## config.mk

```make
export PLATFORM = sky130hd
export DESIGN_NAME = mem_io_ctrl_flat
export DESIGN_NICKNAME = d
export VERILOG_FILES = /design/src/rtl/mem_io_ctrl_if.sv /design/src/rtl/mem_io_ctrl.sv /design/src/flat_wrapper.sv
export SDC_FILE = /design/constraint.sdc
export NUM_CORES = 1
export LEC_CHECK = 0
export CAP_MARGIN = 25
export CORE_MARGIN = 4
export CORE_UTILIZATION = 44
export CTS_CLUSTER_DIAMETER = 150
export DETAILED_ROUTE_END_ITERATION = 10
export PLACE_DENSITY = 0.9
export SKIP_LAST_GASP = 1
export SYNTH_ARGS = -nofsm -noshare
export SYNTH_HDL_FRONTEND = slang
export SYNTH_SLANG_ARGS = --single-unit
```

## constraint.sdc

```tcl
create_clock -name clk -period 2.2 [get_ports clk]
set_input_delay 0.22 -clock clk [delete_from_list [all_inputs] [get_ports clk]]
set_output_delay 0.22 -clock clk [all_outputs]
set_load 0.02 [all_outputs]
```

## src/rtl/mem_io_ctrl_if.sv

```systemverilog
// CPU-side request/response bus of the memory/I-O controller.
// The CPU drives req/we/addr/wdata; the controller answers with ready/rdata/err.
interface mem_io_ctrl_if #(
  parameter int unsigned DBITS = 32
);
  logic             req;
  logic             we;
  logic [DBITS-1:0] addr;
  logic [DBITS-1:0] wdata;
  logic             ready;
  logic [DBITS-1:0] rdata;
  logic             err;

  modport master (output req, we, addr, wdata, input  ready, rdata, err);
  modport slave  (input  req, we, addr, wdata, output ready, rdata, err);
endinterface

```

## src/rtl/mem_io_ctrl.sv

```systemverilog
// Memory/I-O access controller: one word load/store at a time, decoded to DMEM
// or memory-mapped HEX/LEDR/KEY/SW, with synchronous-RAM read sequencing.
module mem_io_ctrl #(
  parameter int unsigned       DBITS        = 32,
  parameter int unsigned       DMEMADDRBITS = 16,
  parameter int unsigned       DMEMWORDBITS = 2,
  parameter logic [DBITS-1:0]  ADDRHEX      = 32'hFFFFF000,
  parameter logic [DBITS-1:0]  ADDRLEDR     = 32'hFFFFF020,
  parameter logic [DBITS-1:0]  ADDRKEY      = 32'hFFFFF080,
  parameter logic [DBITS-1:0]  ADDRSW       = 32'hFFFFF090
) (
  input  logic                                 clk,
  input  logic                                 RESET_N,
  mem_io_ctrl_if.slave                         bus,
  output logic [DMEMADDRBITS-DMEMWORDBITS-1:0] dm_addr,
  output logic                                 dm_we,
  output logic [DBITS-1:0]                     dm_wdata,
  input  logic [DBITS-1:0]                     dm_rdata,
  output logic [23:0]                          hex_val,
  output logic [9:0]                           ledr,
  input  logic [3:0]                           key_n,
  input  logic [9:0]                           sw
);

  localparam int unsigned WIDXBITS = DMEMADDRBITS - DMEMWORDBITS;

  typedef enum logic [1:0] {S_IDLE, S_ACCESS, S_RDWAIT, S_DONE} state_e;
  typedef enum logic [2:0] {K_DMEM, K_HEX, K_LEDR, K_KEY, K_SW, K_BAD} kind_e;

  state_e              state_q, state_d;
  kind_e               kind_q, kind_d;
  logic                we_q, we_d;
  logic [WIDXBITS-1:0] widx_q, widx_d;
  logic [DBITS-1:0]    wdata_q, wdata_d;
  logic [DBITS-1:0]    rdata_q, rdata_d;
  logic                err_q, err_d;
  logic [23:0]         hex_q, hex_d;
  logic [9:0]          ledr_q, ledr_d;
  logic [3:0]          key_s1_q, key_sync_q;
  logic [9:0]          sw_s1_q, sw_sync_q;

  // Misaligned wins over everything; KEY/SW are read-only so stores there fault.
  function automatic kind_e decode(input logic w, input logic [DBITS-1:0] a);
    kind_e k;
    if (a[1:0] != 2'b00)                         k = K_BAD;
    else if (a[DBITS-1:DMEMADDRBITS] == '0)      k = K_DMEM;
    else if (a == ADDRHEX)                       k = K_HEX;
    else if (a == ADDRLEDR)                      k = K_LEDR;
    else if (a == ADDRKEY && !w)                 k = K_KEY;
    else if (a == ADDRSW && !w)                  k = K_SW;
    else                                         k = K_BAD;
    return k;
  endfunction

  always_ff @(posedge clk or negedge RESET_N) begin
    if (!RESET_N) begin
      state_q    <= S_IDLE;
      kind_q     <= K_DMEM;
      we_q       <= 1'b0;
      widx_q     <= '0;
      wdata_q    <= '0;
      rdata_q    <= '0;
      err_q      <= 1'b0;
      hex_q      <= '0;
      ledr_q     <= '0;
      key_s1_q   <= '0;
      key_sync_q <= '0;
      sw_s1_q    <= '0;
      sw_sync_q  <= '0;
    end else begin
      state_q    <= state_d;
      kind_q     <= kind_d;
      we_q       <= we_d;
      widx_q     <= widx_d;
      wdata_q    <= wdata_d;
      rdata_q    <= rdata_d;
      err_q      <= err_d;
      hex_q      <= hex_d;
      ledr_q     <= ledr_d;
      key_s1_q   <= ~key_n;
      key_sync_q <= key_s1_q;
      sw_s1_q    <= sw;
      sw_sync_q  <= sw_s1_q;
    end
  end

  always_comb begin
    state_d = state_q;
    kind_d  = kind_q;
    we_d    = we_q;
    widx_d  = widx_q;
    wdata_d = wdata_q;
    rdata_d = rdata_q;
    err_d   = err_q;
    hex_d   = hex_q;
    ledr_d  = ledr_q;
    dm_we   = 1'b0;
    unique case (state_q)
      S_IDLE: begin
        if (bus.req) begin
          we_d    = bus.we;
          widx_d  = bus.addr[DMEMADDRBITS-1:DMEMWORDBITS];
          wdata_d = bus.wdata;
          kind_d  = decode(bus.we, bus.addr);
          state_d = S_ACCESS;
        end
      end
      S_ACCESS: begin
        state_d = S_DONE;
        err_d   = 1'b0;
        unique case (kind_q)
          K_DMEM: begin
            if (we_q) dm_we = 1'b1;
            else      state_d = S_RDWAIT;
          end
          K_HEX: begin
            if (we_q) hex_d = wdata_q[23:0];
            else      rdata_d = DBITS'(hex_q);
          end
          K_LEDR: begin
            if (we_q) ledr_d = wdata_q[9:0];
            else      rdata_d = DBITS'(ledr_q);
          end
          K_KEY:   rdata_d = DBITS'(key_sync_q);
          K_SW:    rdata_d = DBITS'(sw_sync_q);
          default: begin
            rdata_d = '0;
            err_d   = 1'b1;
          end
        endcase
      end
      S_RDWAIT: begin
        rdata_d = dm_rdata;
        err_d   = 1'b0;
        state_d = S_DONE;
      end
      default: state_d = S_IDLE;
    endcase
  end

  assign bus.ready = (state_q == S_DONE);
  assign bus.rdata = rdata_q;
  assign bus.err   = err_q;
  assign dm_addr   = widx_q;
  assign dm_wdata  = wdata_q;
  assign hex_val   = hex_q;
  assign ledr      = ledr_q;

endmodule

```

## src/flat_wrapper.sv

```systemverilog
// flat-port wrapper written by rule: the top's interface ports become plain ports
module mem_io_ctrl_flat 
#(
  parameter int unsigned       DBITS        = 32,
  parameter int unsigned       DMEMADDRBITS = 16,
  parameter int unsigned       DMEMWORDBITS = 2,
  parameter logic [DBITS-1:0]  ADDRHEX      = 32'hFFFFF000,
  parameter logic [DBITS-1:0]  ADDRLEDR     = 32'hFFFFF020,
  parameter logic [DBITS-1:0]  ADDRKEY      = 32'hFFFFF080,
  parameter logic [DBITS-1:0]  ADDRSW       = 32'hFFFFF090
)
  (clk, RESET_N, dm_addr, dm_we, dm_wdata, dm_rdata, hex_val, ledr, key_n, sw, bus_req, bus_we, bus_addr, bus_wdata, bus_ready, bus_rdata, bus_err);
  mem_io_ctrl_if #(.DBITS(DBITS)) bus_i ();
  input  logic clk;
  input  logic RESET_N;
  output logic [DMEMADDRBITS-DMEMWORDBITS-1:0] dm_addr;
  output logic dm_we;
  output logic [DBITS-1:0] dm_wdata;
  input  logic [DBITS-1:0] dm_rdata;
  output logic [23:0] hex_val;
  output logic [9:0] ledr;
  input  logic [3:0] key_n;
  input  logic [9:0] sw;
  input wire logic [$bits(bus_i.req)-1:0] bus_req;
  input wire logic [$bits(bus_i.we)-1:0] bus_we;
  input wire logic [$bits(bus_i.addr)-1:0] bus_addr;
  input wire logic [$bits(bus_i.wdata)-1:0] bus_wdata;
  output wire logic [$bits(bus_i.ready)-1:0] bus_ready;
  output wire logic [$bits(bus_i.rdata)-1:0] bus_rdata;
  output wire logic [$bits(bus_i.err)-1:0] bus_err;
  assign bus_i.req = bus_req;
  assign bus_i.we = bus_we;
  assign bus_i.addr = bus_addr;
  assign bus_i.wdata = bus_wdata;
  assign bus_ready = bus_i.ready;
  assign bus_rdata = bus_i.rdata;
  assign bus_err = bus_i.err;
  mem_io_ctrl #(.DBITS(DBITS), .DMEMADDRBITS(DMEMADDRBITS), .DMEMWORDBITS(DMEMWORDBITS), .ADDRHEX(ADDRHEX), .ADDRLEDR(ADDRLEDR), .ADDRKEY(ADDRKEY), .ADDRSW(ADDRSW)) u_core (.clk(clk), .RESET_N(RESET_N), .bus(bus_i), .dm_addr(dm_addr), .dm_we(dm_we), .dm_wdata(dm_wdata), .dm_rdata(dm_rdata), .hex_val(hex_val), .ledr(ledr), .key_n(key_n), .sw(sw));
endmodule
```

== Yosys cells after proc, flatten, opt, wreduce, memory -nomap -nowiden ==
Cells that the tools add are included.

* Bits in registers: 147
* Input port bits: 114
* Output and inout port bits: 115

* Equality and inequality tests: 15
* Multiplexer cells: 19
* Bitwise logic cells: 1
* Reductions and logical operators: 13

{| class="wikitable"
|+ Operators with widths
! kind !! number
|-
| case mux 32 bit (5 select lines) || 1
|-
| == test 32 bit (second input constant) || 4
|-
| two-way mux 32 bit || 2
|-
| case mux 32 bit (2 select lines) || 1
|-
| logical NOT 16 bit || 1
|-
| two-way mux 3 bit || 5
|-
| == test 3 x 2 -> 1 bit (second input constant) || 2
|-
| two-way mux 1 bit || 6
|-
| != test 3 bit (second input constant) || 2
|-
| case mux 2 bit (3 select lines) || 1
|-
| AND reduction 3 bit || 2
|-
| OR reduction 5 bit || 1
|-
| == test 2 bit (second input constant) || 2
|-
| two-way mux 2 bit || 2
|-
| != test 2 bit (second input constant) || 2
|-
| inverter 4 bit || 1
|-
| AND reduction 4 bit || 1
|-
| nonzero test 2 bit || 2
|-
| == test 3 x 1 -> 1 bit (second input constant) || 1
|-
| == test 3 bit (second input constant) || 1
|-
| logical NOT 3 bit || 1
|-
| == test 2 x 1 -> 1 bit (second input constant) || 1
|-
| logical AND 1 bit || 2
|-
| logical NOT 2 bit || 1
|-
| other kinds (3) || 3
|}

== Depth between registers and ports, before layout ==
* Depth after elaboration: 8
* Depth in mapped cells: 8

== Least setup slack after synthesis ==
OpenSTA, ideal clock, no wires.

* Path kind: register to register
* Start: register u_core.state_q[1]
* End: register u_core.ledr_q[0] (netlist: u_core.ledr[0])
* Library setup time: 0.125 ns
* Arrival time: 1.682 ns
* Required time: 2.075 ns
* Setup slack: 0.393 ns
* Cell stages (with the launch flop): 8
* Cells stage by stage: dfrtp_1 inv_1 ha_1 nor2b_1 nand2_1 nor3b_1 buf_2 mux2_2

* Word-level cells in the longest chain between the ends: 2

{| class="wikitable"
|+ Ends and longest elaborated chain
! item !! line !! source
|-
| start: declaration || mem_io_ctrl.sv:30 || <nowiki>state_e state_q, state_d;</nowiki>
|-
| start signal: assignment || mem_io_ctrl.sv:71 || <nowiki>state_q <= state_d;</nowiki>
|-
| == test 2 x 1 -> 1 bit || mem_io_ctrl.sv:98 || <nowiki>unique case (state_q)</nowiki>
|-
| AND reduction 3 bit (no line) || n/a ||
|-
| end signal: assignment || mem_io_ctrl.sv:79 || <nowiki>ledr_q <= ledr_d;</nowiki>
|-
| end: declaration || mem_io_ctrl.sv:38 || <nowiki>logic [9:0] ledr_q, ledr_d;</nowiki>
|}

Every way passes these cells.
A chain may end at the register's enable or synchronous reset.

== Final worst setup path ==
* Start: register u_core.state_q[1]
* End: output port dm_we

* Word-level cells in the longest chain between the ends: 2

{| class="wikitable"
|+ Ends and longest elaborated chain
! item !! line !! source
|-
| == test 2 x 1 -> 1 bit || mem_io_ctrl.sv:98 ||
|-
| two-way mux 1 bit || mem_io_ctrl.sv:98 ||
|-
| end: declaration || flat_wrapper.sv:17 || <nowiki>output logic dm_we;</nowiki>
|}

Every way passes these cells.

==> impl.org <==
** Detailed routing
- Remaining design rule violation count :: 0
- Number of vias per cell after detailed routing :: 5.30
- Overall via count from detail_route :: 4697
- Initial drt markers :: 311
- In the final routed layout, each cell accounts on average for 19.2 um.
- DRT antenna net count :: 0
- Number of iterations in the first detailed-routing pass :: 4
- Post-detailed-routing wire length :: 17000 um

** Clock network
- Skew-Pair Late Insertion Delay :: 420 ps
- Post-CTS timing repair inserted 0 buffers for setup.
- Clk pin slew, worst setup/hold paths :: 60 ps
- CTS tree :: done
- Counting along the longest clock path gives a buffer depth of 2.
- Clock tree synthesis found a total of 147 sinks.
- The H-tree was split into 4 levels.
- Clock root buffer master :: sky130_fd_sc_hd__clkbuf_16
- Total CTS buffers :: 17

** STA
- RSZ-0062 raised after global routing :: no
- Fmax achieved :: 494 MHz
- Worst clock skew :: 9.03 ps
- In this run the tightest slew margin relative to its limit is 0.704.
- Counting I/O delays and the setup requirement, the final critical path takes 2030 ps.
- In the post-route analysis, the smallest setup slack over all paths is 175 ps.
- Setup violations remaining at the end of the flow were counted as 0.
- At the pin with the least slew margin, the transition time is 444 ps.
- Setup TNS :: 0 ps
- Share of the clock period used by the worst path :: 0.921
- Slew Viols, Final :: 0
- The hold violation total from the final report is 0.

** Synth
- Number of instances in the synthesized netlist :: 459
- The number of different library cells used by synthesis comes to 42.
- In this run the cell area of the synthesized design comes to 0.00609 sq mm.
- Yosys top cell by area :: sky130_fd_sc_hd__dfrtp_1
- The share of the Yosys chip area taken by registers is 0.604.
- The synthesized design contains 0 enable-type register cells.
- YS warnings :: 0
- The most used flip-flop cell after synthesis is sky130_fd_sc_hd__dfrtp_1.
- For this run, asynchronously set or reset flops after synthesis account for 1.00.
- Counting flops and latches in the post-synthesis netlist gives 147.
- Syn nets :: 578
- Ranked by total cell area, the synthesized netlist is headed by sky130_fd_sc_hd__dfrtp_1 (60%), sky130_fd_sc_hd__mux2_2 (12%), sky130_fd_sc_hd__mux2_4 (4.9%).
- Synth Area per Inst :: 13.3 sq um
- Of the post-synthesis cell area, the dominant cell type holds 0.604.

** Cells and area
- Relative area change from synthesis to final layout :: 52.4%
- Number of antenna cells inserted :: 0
- Of the cells placed in the final design, the portion with a size suffix greater than 1 is 0.214.
- The net count of the finished layout is 816.
- The filler cells instantiated in the layout total 882.
- Once layout is complete, the cells apart from fillers number 886.
- Once layout is done, the placed cells without fillers occupy 0.00928 sq mm.

** Global route
- The number of antenna violations at the first check in global routing was 0.
- Pin count of the biggest net entering global routing :: 61
- In the global route stage, overall resource usage came out at 0.220.
- For this run the aggregate overflow at the end of global routing stands at 0.
- The via count of the first global-routing pass was 5099.
- The first global-routing pass estimated 27300 um of wire.

** Floorplan
- Die Footprint :: 0.0158 sq mm
- The die is 126 um tall.
- Initial core utilization :: 0.454
- Top-level I/O count :: 229
- The region available for standard cell placement spans 0.0134 sq mm.
- The floorplan has 42 rows.
- Die width :: 126 um

** Power
- Leak pwr :: 3.86 nW
- Across the VDD grid, the largest voltage drop is 1.04 mV.
- Dividing total power by cell area gives a power density of 1400 mW/mm^2.
- The design draws 0.0130 W.

** Worst setup path
- The worst setup path is captured at a primary output.
- Launching element type of the critical path :: flip-flop
- Data on the critical path is required at its endpoint by 1980 ps.
- Critical setup path kind :: flip-flop to primary output
- Biggest fanout along the worst timing path :: 4
- Data arrival time at the worst-slack endpoint :: 1810 ps

** Hold path
- Hold Crit Class :: input pin to flip-flop

** Outcome
- Outcome :: finished clean

** Job
- Max-cap violations in this run came to 0.

** Place
- In this run the cell area measured after placement is 0.00862 sq mm.
- Estimated wirelength of the detail-placed design :: 12500 um
- After detailed placement, the design holds a cell count of 853.
- Number of port buffers :: 228
- Pre-CTS setup slack :: 124 ps
- Final estimated routing congestion in global placement :: 0.874
## cell usage after synthesis, types with 9 or more instances
library cell               count
sky130_fd_sc_hd__dfrtp_1     147
sky130_fd_sc_hd__mux2_2       65
sky130_fd_sc_hd__nand2_1      29
sky130_fd_sc_hd__a21oi_1      21
sky130_fd_sc_hd__mux2_4       20
sky130_fd_sc_hd__a22oi_1      18
sky130_fd_sc_hd__inv_1        16
sky130_fd_sc_hd__nor2_1       15
sky130_fd_sc_hd__o21ai_0      13
sky130_fd_sc_hd__buf_2        11
sky130_fd_sc_hd__clkbuf_1     11
sky130_fd_sc_hd__nor2b_1      11
sky130_fd_sc_hd__nand3_1       9
## placed cells by master, fill, tap and decap left out, drive strengths merged, types with 5 or more instances in the layout
master and count:
buf 20, a32oi 6, a21oi 21, o221a 6, nand3 9, clkdlybuf4s50 226
dfrtp 147, nor2b 11, nor4 6, o22a 6, nor2 16, clkbuf 18
nor3b 5, o21ai 14, inv 17, ha 5, nand2 29, bufinv 5
a22oi 18, mux2 85
## through the flow
stage          hold slack (ps)  utilization
2_1_floorplan            -75.6            -
3_3_place_gp               188        0.643
3_5_place_dp               187        0.643
4_1_cts                    224        0.693
5_1_grt                    216        0.692
6_report                   239        0.692
## worst max-delay path: stages, from the launching register on
cell and delay [ps]:
sky130_fd_sc_hd__dfrtp_1 410, sky130_fd_sc_hd__inv_1 130, sky130_fd_sc_hd__ha_1 180, sky130_fd_sc_hd__nor2b_2 190, sky130_fd_sc_hd__nand2_1 110, sky130_fd_sc_hd__nor3_1 160, sky130_fd_sc_hd__buf_2 210
## cell families (layout without fill, tap and decap cells)
kind of cell | Yosys count | in the layout | share of synthesized area
simple gates | 94 | 94 | 0.0824
fa+ha+maj | 5 | 5 | 0.0103
flops | 147 | 147 | 0.604
mux | 87 | 87 | 0.173
compound gates | 82 | 82 | 0.0941
buf+inv | 44 | 295 | 0.0362
## path summary, 6_finish.rpt
check / startpoint / slack [ps] / endpoint / cells after the start
min in group asynchronous: RESET_N / 320 / u_core.sw_s1_q[9] / 2
max: u_core.state_q[1] / 170 / dm_we / 6
min: sw[4] / 240 / u_core.sw_s1_q[4] / 1
max in group asynchronous: RESET_N / 1240 / u_core.dm_addr[1] / 3
max reg2reg: u_core.state_q[1] / 240 / u_core.ledr[8] / 7
min reg2reg: u_core.key_s1_q[1] / 350 / u_core.key_sync_q[1] / 0
## layout make-up
| class | count | area, sq um | share of cell area |
|---|---|---|---|
| Clock inverter | 14 | 209 | 0.0225 |
| Inverter | 16 | 60.1 | 0.00647 |
| Multi-Input combinational cell | 268 | 2210 | 0.238 |
| Clock buffer | 18 | 439 | 0.0473 |
| Timing Repair Buffer | 247 | 2460 | 0.265 |
| Sequential cell | 147 | 3680 | 0.396 |
| Tap cell | 176 | 220 | 0.0237 |
## sequential cells by signal, indices dropped and copies added (netlist names), 2 cells and up
register / count
u_core.key_sync_q: 4
u_core.ledr: 10
u_core.dm_wdata: 32
u_core.bus.rdata: 32
u_core.sw_sync_q: 10
u_core.sw_s1_q: 10
u_core.state_q: 2
u_core.hex_val: 24
u_core.key_s1_q: 4
u_core.kind_q: 3
u_core.dm_addr: 14
## per-layer routing
metal  up-vias  part of all wire  wire length (um)  GRT usage
li1       2124                 -                 -          -
met1      2346              0.38              6550      0.247
met2       201              0.51              8710      0.384
met3        26             0.087              1480     0.0885
met4         0             0.017               296     0.0702
met5         -                 0                 0          0
## where the power goes
group          total [W]  internal [W]  leakage, nW  switching [W]
combinational    0.00551       0.00281         1.74        0.00271
clock            0.00313       0.00203        0.308        0.00109
sequential       0.00434       0.00365         1.81       0.000695
total             0.0130       0.00849         3.86        0.00450
## timing repair
item | CTS | global route
endpoints found under the setup margin | 1 | 1
hold buffers | 1 | 0
endpoints found under the hold margin | 45 | 0
resized for setup | 4 | 2
(Power assumes the default switching activity.)
